[config.mk]
export PLATFORM = sky130hd
export DESIGN_NAME = popcount_tn_seq
export DESIGN_NICKNAME = d
export VERILOG_FILES = /design/src/rtl/popcount_tn_seq.sv
export SDC_FILE = /design/constraint.sdc
export NUM_CORES = 1
export LEC_CHECK = 0
export ABC_AREA = 1
export CORE_ASPECT_RATIO = 0.7
export CORE_UTILIZATION = 47
export DETAILED_ROUTE_END_ITERATION = 16
export PLACE_DENSITY = 0.77
export SKIP_CTS_REPAIR_TIMING = 1
export SYNTH_ARGS = -nofsm -noshare
export SYNTH_HDL_FRONTEND = slang
export SYNTH_SLANG_ARGS = --single-unit
[constraint.sdc]
create_clock -name clk -period 2.93 [get_ports clk]
set_clock_uncertainty 0.05 [all_clocks]
set_input_delay 0.586 -clock clk [delete_from_list [all_inputs] [get_ports clk]]
set_output_delay 0.586 -clock clk [all_outputs]
set_load 0.02 [all_outputs]
[src/rtl/popcount_tn_seq.sv]
// Ternary-neuron sequencer: shares one external 8-input popcount unit across
// N_CHUNKS chunks (positive pass, then negative pass) and thresholds the difference.
// Optional build macro: POPCOUNT_TN_ZERO_SKIP_EN (all-zero operand chunks add 0).
//
// state | meaning
// ------+-----------------------------------------------------------
// IDLE  | waiting for a request; in_ready high
// POS   | counting x & wp, one chunk per cycle, into acc_p
// NEG   | counting x & wn, one chunk per cycle, into acc_n
// RES   | out_valid high with stable sum/activation until out_ready

module popcount_tn_seq #(
   parameter int N_CHUNKS = 4,
   parameter int ACC_W    = 6
) (
   input  logic                    clk,
   input  logic                    rst_n,
   input  logic                    in_valid,
   output logic                    in_ready,
   input  logic [8*N_CHUNKS-1:0]   in_x,
   input  logic [8*N_CHUNKS-1:0]   in_wp,
   input  logic [8*N_CHUNKS-1:0]   in_wn,
   input  logic [ACC_W:0]          thr_hi,
   input  logic [ACC_W:0]          thr_lo,
   output logic [7:0]              pc_a,
   input  logic [3:0]              pc_cnt,
   output logic                    out_valid,
   input  logic                    out_ready,
   output logic [1:0]              out_act,
   output logic [ACC_W:0]          out_sum,
   output logic                    busy
);

   localparam int IDX_W = (N_CHUNKS > 1) ? $clog2(N_CHUNKS) : 1;
   localparam int VEC_W = 8 * N_CHUNKS;
   localparam logic [IDX_W-1:0] IDX_LAST = IDX_W'(N_CHUNKS - 1);

   typedef enum logic [1:0] {
      S_IDLE = 2'd0,
      S_POS  = 2'd1,
      S_NEG  = 2'd2,
      S_RES  = 2'd3
   } state_t;

   state_t                   state;
   logic [IDX_W-1:0]         idx;
   logic [VEC_W-1:0]         x_q;
   logic [VEC_W-1:0]         wp_q;
   logic [VEC_W-1:0]         wn_q;
   logic signed [ACC_W:0]    thr_hi_q;
   logic signed [ACC_W:0]    thr_lo_q;
   logic [ACC_W-1:0]         acc_p;
   logic [ACC_W-1:0]         acc_n;

   logic [7:0]               x_chunk;
   logic [7:0]               wp_chunk;
   logic [7:0]               wn_chunk;
   logic [7:0]               operand;
   logic [ACC_W-1:0]         add_val;
   logic [ACC_W-1:0]         acc_n_nxt;
   logic signed [ACC_W:0]    sum_nxt;
   logic [1:0]               act_nxt;

   always_comb begin
      x_chunk  = x_q[int'(idx)*8 +: 8];
      wp_chunk = wp_q[int'(idx)*8 +: 8];
      wn_chunk = wn_q[int'(idx)*8 +: 8];
      operand  = 8'h00;
      case (state)
         S_POS:   operand = x_chunk & wp_chunk;
         S_NEG:   operand = x_chunk & wn_chunk;
         default: operand = 8'h00;
      endcase
   end

   assign pc_a = operand;

`ifdef POPCOUNT_TN_ZERO_SKIP_EN
   // Approximate units report a nonzero count for 8'h00; drop it.
   assign add_val = (operand == 8'h00) ? '0 : ACC_W'(pc_cnt);
`else
   assign add_val = ACC_W'(pc_cnt);
`endif

   // Final NEG cycle folds in the last count before the difference is taken.
   always_comb begin
      acc_n_nxt = acc_n + add_val;
      sum_nxt   = $signed({1'b0, acc_p}) - $signed({1'b0, acc_n_nxt});
      act_nxt   = 2'b00;
      if (sum_nxt >= thr_hi_q)
         act_nxt = 2'b01;
      else if (sum_nxt <= thr_lo_q)
         act_nxt = 2'b11;
   end

   assign in_ready = (state == S_IDLE);
   assign busy     = (state != S_IDLE);

   always_ff @(posedge clk or negedge rst_n) begin
      if (!rst_n) begin
         state     <= S_IDLE;
         idx       <= '0;
         x_q       <= '0;
         wp_q      <= '0;
         wn_q      <= '0;
         thr_hi_q  <= '0;
         thr_lo_q  <= '0;
         acc_p     <= '0;
         acc_n     <= '0;
         out_valid <= 1'b0;
         out_sum   <= '0;
         out_act   <= 2'b00;
      end else begin
         case (state)
            S_IDLE: begin
               if (in_valid) begin
                  x_q      <= in_x;
                  wp_q     <= in_wp;
                  wn_q     <= in_wn;
                  thr_hi_q <= thr_hi;
                  thr_lo_q <= thr_lo;
                  acc_p    <= '0;
                  acc_n    <= '0;
                  idx      <= '0;
                  state    <= S_POS;
               end
            end
            S_POS: begin
               acc_p <= acc_p + add_val;
               if (idx == IDX_LAST) begin
                  idx   <= '0;
                  state <= S_NEG;
               end else begin
                  idx <= idx + 1'b1;
               end
            end
            S_NEG: begin
               acc_n <= acc_n_nxt;
               if (idx == IDX_LAST) begin
                  idx       <= '0;
                  out_sum   <= sum_nxt;
                  out_act   <= act_nxt;
                  out_valid <= 1'b1;
                  state     <= S_RES;
               end else begin
                  idx <= idx + 1'b1;
               end
            end
            S_RES: begin
               if (out_ready) begin
                  out_valid <= 1'b0;
                  state     <= S_IDLE;
               end
            end
            default: state <= S_IDLE;
         endcase
      end
   end

endmodule

# Word level (Yosys, flattened, before mapping)
# Cells that the tools add are included.
# classes
add_sub_neg	4
multipliers	0
div	0
n_lt_le_gt_ge	2
n_eq_ne	8
n_shift	3
mux	17
bitwise	2
n_reduce_logical	14
# op_table
operator	n
32-bit by 6-bit indexed part select with 8-bit output	3
6-bit case mux with 2 select lines	2
8-bit bitwise AND	2
2-bit 2-to-1 mux	8
8-bit case mux with 2 select lines	1
6-bit by 4-bit adder with 6-bit output	2
2-bit AND reduction	5
2-bit nonzero test	5
2-bit inequality test (second input constant)	4
2-bit case mux with 4 select lines	1
7-bit greater-or-equal comparator	1
7-bit <= comparator	1
6-bit by 6-bit subtractor with 7-bit output	1
2-bit == test (second input constant)	3
6-bit 2-to-1 mux	1
2-bit case mux with 2 select lines	1
4-bit AND reduction	1
3-bit AND reduction	1
2-bit by 1-bit adder with 2-bit output (second input constant)	1
2-bit by 1-bit == test with 1-bit output (second input constant)	1
2-bit logical NOT	1
1-bit 2-to-1 mux	2
1-bit case mux with 2 select lines	1
2-bit OR reduction	1
# word_totals
register_bits	136
latch_bits	0
mem_bits_rw	0
rom_bits	0
input_bits	118
output_inout_bits	20
word_cells	62
memories	0

# Logic depth before layout (Yosys ltp)
# logic_depth
ltp_word	5
depth_mapped	24
ltp_nobuf	24

# Least setup slack after synthesis
# No wires, ideal clock.
# synth_path
kind	input port to flip-flop
from	input port pc_cnt[0]
to	register out_act[0]
setup_time_ns	0.129
t_arrival_ns	3.220
t_required_ns	2.751
path_slack_ns	-0.470
path_stages	19
path_buffers	0
path_cell_list	ha_1 > inv_1 > fa_1 > inv_1 > fa_1 > nor2_1 > o21ai_2 > nand2_1 > nand3_1 > and2_1 > ha_1 > a21oi_1 > nor2_1 > nor2_1 > nand2_1 > nand2_1 > nand3_1 > a21boi_0 > o21ai_0
# synth_via
elab_chain_len	5
word_cells_on_any_way	6
cone_classes	2 x add/sub; 2 x order compare; 2 x mux
# synth_lines
element	line	rtl
start: declaration	26	input logic [3:0] pc_cnt,
6-bit by 4-bit adder with 6-bit output *	87	acc_n_nxt = acc_n + add_val;
6-bit by 6-bit subtractor with 7-bit output *	88	sum_nxt = $signed({1'b0, acc_p}) - $signed({1'b0, acc_n_nxt});
net sum_nxt[4]	61	logic signed [ACC_W:0] sum_nxt;
7-bit <= comparator	92	else if (sum_nxt <= thr_lo_q)
2-bit 2-to-1 mux	92	
2-bit 2-to-1 mux *	90	if (sum_nxt >= thr_hi_q)
end signal: assignment	142	out_act <= act_nxt;
end: declaration	29	output logic [1:0] out_act,
# The timed path passes the listed nets; every way through them passes the cells marked *.
# A chain may end at the register's enable or synchronous reset.

# Worst setup path in the final report
# layout_path
from	register acc_n[0]
to	register out_act[0]
# layout_via
elab_chain_len	5
word_cells_on_any_way	6
cone_classes	2 x add/sub; 2 x order compare; 2 x mux
# layout_lines
element	line	rtl
start: declaration	53	logic [ACC_W-1:0] acc_n;
start signal: assignment	138	acc_n <= acc_n_nxt;
6-bit by 4-bit adder with 6-bit output *	87	
6-bit by 6-bit subtractor with 7-bit output *	88	
net sum_nxt[5]	61	
7-bit <= comparator	92	
2-bit 2-to-1 mux	92	
2-bit 2-to-1 mux *	90	
# Marked as above.

==> results.md <==
- Worst setup path startpoint: acc_n[0]
- # fillers: just over 1k
- Number of global-route vias before repair: 5494
- CORE AREA: ~0.014 mm^2
- Combinational share of power: 0.522
- Worst VDD drop: about 540 uV
- Die area: around 0.015 mm^2
- Worst setup slack for register-to-register paths: -0.37 ns
- Status: finished with violations
- Syn Area/Cell: 10.72 um^2
- Share of total power in the clock network: 0.195
- Switch Pwr: about 4.6 mW
- Final GP Congestion: about 0.88
- HPWL Detailed: approximately 13000 um
- Post-Synthesis Net Count: slightly below 800
- Design area: ~0.0095 mm^2
- Area delta synth->final: 39.67%
- Die Y: 102.6 um
- Largest cells by area after synthesis: dfrtp_1 (50%), mux2_2 (14%), ha_1 (5.7%), o21ai_0 (4.8%), nand2_1 (3.1%)
- DRT antenna net count: 0
- Routed WL: 17900 um
- Global-route wire length before repair: about 28000 um
- Area share of the largest cell type after synthesis: 0.5007
- Reg2reg end: out_act[0]
- Origin of the critical flop-to-flop path: acc_n[0]
- Crit path capture type: flip-flop
- Final setup margin: -0.3664 ns
- Max Slew Vio Count: 0
- Leak: about 4.3 nW
- Pwr Density: around 1300 mW/mm^2
- Cell taking the most area after synthesis: dfrtp_1
- Final design utilization: 0.6777
- FF+latch count, synth: about 140
- Drt via density: 5.344
- Count leader, synth: dfrtp_1
- Pin count of the biggest net entering global routing: 63
- Ports: between 100 and 150
- Worst Setup EP: out_act[0]
- CTS Buf Count: 17
- Total GRT Usage: 0.2503
- Pre-Repair DR Iteration Count: 4
- Clock Latency Late Sink: 0.42 ns
- Max Cap Violations: 0
- # setup viols final: 2
- Nets: 962
- HP Class: primary input to async pin
- CTS tree: yes
- Worst R2R Path Depth: 18
- Fin crit share: 1.125
- Pre-CTS setup slack: -1.092 ns
- Sequential cell area: 0.003403 mm^2
- Hold Vio Cnt, Final: 0
- Relative slew slack: 0.4624
- # clock sinks: between 100 and 150
- Synth unique cells: 41
- Number of flops mapped to enable cells by yosys: 0
- Fmax: 303.4 MHz
- H-Tree Depth: 4
- Unrepaired setup endpoints after global routing: yes
- Flop pwr share: 0.283
- Post-place instance area: ~0.0087 mm^2
- Synthesis Warnings: 0
- Ant. Diodes: 0
- Tightest Pin Transition: between 0.7 and 0.8 ns
- Kind of critical path: flip-flop to flip-flop
- Critical path launch point type: flip-flop
- CTS max path bufs: 2
- WL per Instance: 17.67 um
- Quantity of I/O buffers inserted on ports: 137
- Starting Density: 0.4852
- DR vias: 5413
- Post-Synthesis Cells: 634
- Initial antenna violation count: 0
- Chip width: ~150 um
- Clock root buffer: clkbuf_16
- FFs w/ async S/R, synth: 1.000
- Multi-input gate area in the final layout: between 0.003 and 0.004 mm^2
- Sw frac: 0.3883
- Ratio of cells with drive above 1 in the final layout: 0.2783
- Violated checks: negative setup slack
- Row cnt: 36
- Sequential-to-total area share from yosys stat: 0.5007
- Critical path peak fanout: 3
- Critical path data required time: 3.16 ns
- Primary FF master, synth: dfrtp_1
- Final Critical Period: about 3.3 ns
- Internal: 7.267 mW
- Hold_ws: about 0.055 ns
- Post-route DRC: 0
- Post-synth top cells: dfrtp_1 (136), mux2_2 (86), o21ai_0 (65)
- Grt total ovfl: 0
- Drt initial violations: 271
- CTS clk-pin slew, worst paths: approximately 0.06 ns
- Crit path DAT: roughly 3.5 ns
- Cell area after synthesis: between 0.006 and 0.007 mm^2
[worst min path at each step]
stage	startpoint	to	cells after the start	slack, ns
after global placement	out_sum[6]	out_sum[6]	2	0.41
after floorplan	rst_n	acc_n[0]	0	0.24
after detailed placement	out_sum[5]	out_sum[5]	2	0.42
after CTS	rst_n	idx[0]	1	0.07
final	rst_n	acc_n[1]	1	0.05
after global routing	rst_n	acc_n[1]	1	0.08
[per-stage QoR]
stage                     power [mW]  instances  TNS [ns]
after detailed placement       9.072        976    -2.789
after global routing           12.72       1013    -1.008
after CTS                      11.44       1008    -4.980
after global placement         8.808        976    -2.213
after floorplan                7.011        634   -0.4460
final                          11.88       1013   -0.6451
[power by group through the flow]
stage          sequential (mW)  combinational, mW  clock, mW
2_1_floorplan             3.25               3.76          0
6_report                  3.36               6.20       2.31
5_1_grt                   3.47               6.82       2.43
3_3_place_gp              3.30               5.51          0
4_1_cts                   3.35               5.76       2.34
3_5_place_dp              3.36               5.71          0
[layout make-up]
type | count | area share
Clock buffer | 17 | 0.04481
Clock inverter | 15 | 0.02254
Inverter | 50 | 0.02003
Multi-Input combinational cell | 424 | 0.3447
Sequential cell | 136 | 0.3585
Tap cell | 190 | 0.02504
Timing Repair Buffer | 181 | 0.1844
[metal layers]
metal  part of all wire  up-vias  track usage  routed length, um
li1                   -     2570            -                  -
met1               0.46     2669       0.3293               8179
met2               0.46      152       0.3934               8270
met3              0.067       22      0.08628               1195
met4              0.014        0      0.07692                252
met5                  0        -            0                  0
[logic make-up after synthesis]
kind of cell,count (synthesis),synth area share
flip-flops,136,0.5007
adder cells (fa/ha/maj),34,0.06591
buffers and inverters,74,0.04805
AND/OR/NAND/NOR,158,0.1020
multiplexers,98,0.1679
AO/OA/AOI/OAI,131,0.1116
XOR/XNOR,3,0.003867
[registers in the layout (all words and copies together) (netlist names)]
name       cells
acc_n          6
acc_p          6
idx            2
out_act        2
out_sum        7
out_valid      1
state          2
thr_hi_q       7
thr_lo_q       7
wn_q          32
wp_q          32
x_q           32
[cell usage in the layout, fill, tap and decap left out, types with 3 or more instances in the layout]
| master | instances |
|---|---|
| a21oi_1 | 21 |
| a21oi_2 | 3 |
| a31oi_1 | 8 |
| buf_12 | 5 |
| buf_4 | 36 |
| buf_6 | 3 |
| bufinv_16 | 4 |
| clkbuf_16 | 17 |
| clkbuf_2 | 6 |
| clkdlybuf4s50_1 | 124 |
| clkinv_4 | 3 |
| dfrtp_1 | 136 |
| dlymetal6s2s_1 | 4 |
| ha_1 | 23 |
| ha_4 | 8 |
| inv_1 | 42 |
| inv_2 | 6 |
| inv_6 | 4 |
| mux2_2 | 86 |
| mux2_4 | 10 |
| nand2_1 | 50 |
| nand2_2 | 7 |
| nand3_1 | 21 |
| nand3_2 | 9 |
| nand4_1 | 3 |
| nor2_1 | 51 |
| nor3_1 | 9 |
| o211a_1 | 8 |
| o211ai_1 | 8 |
| o21ai_0 | 54 |
| o21ai_1 | 12 |
| o22ai_1 | 7 |
[worst max-delay path, stage by stage (launching register included)]
cell,delay [ns]
dfrtp_1,0.41
ha_4,0.18
inv_2,0.05
fa_2,0.47
ha_1,0.30
nand2_1,0.07
o21ai_2,0.17
nand3_2,0.11
nand2_2,0.09
nand3_2,0.08
and2_4,0.17
ha_1,0.29
nand2_2,0.07
nor2_2,0.13
nand2_1,0.08
nand3_1,0.09
nand3_2,0.11
a21boi_1,0.15
o21ai_1,0.08
No activity file was read; power rests on OpenSTA's default activity.
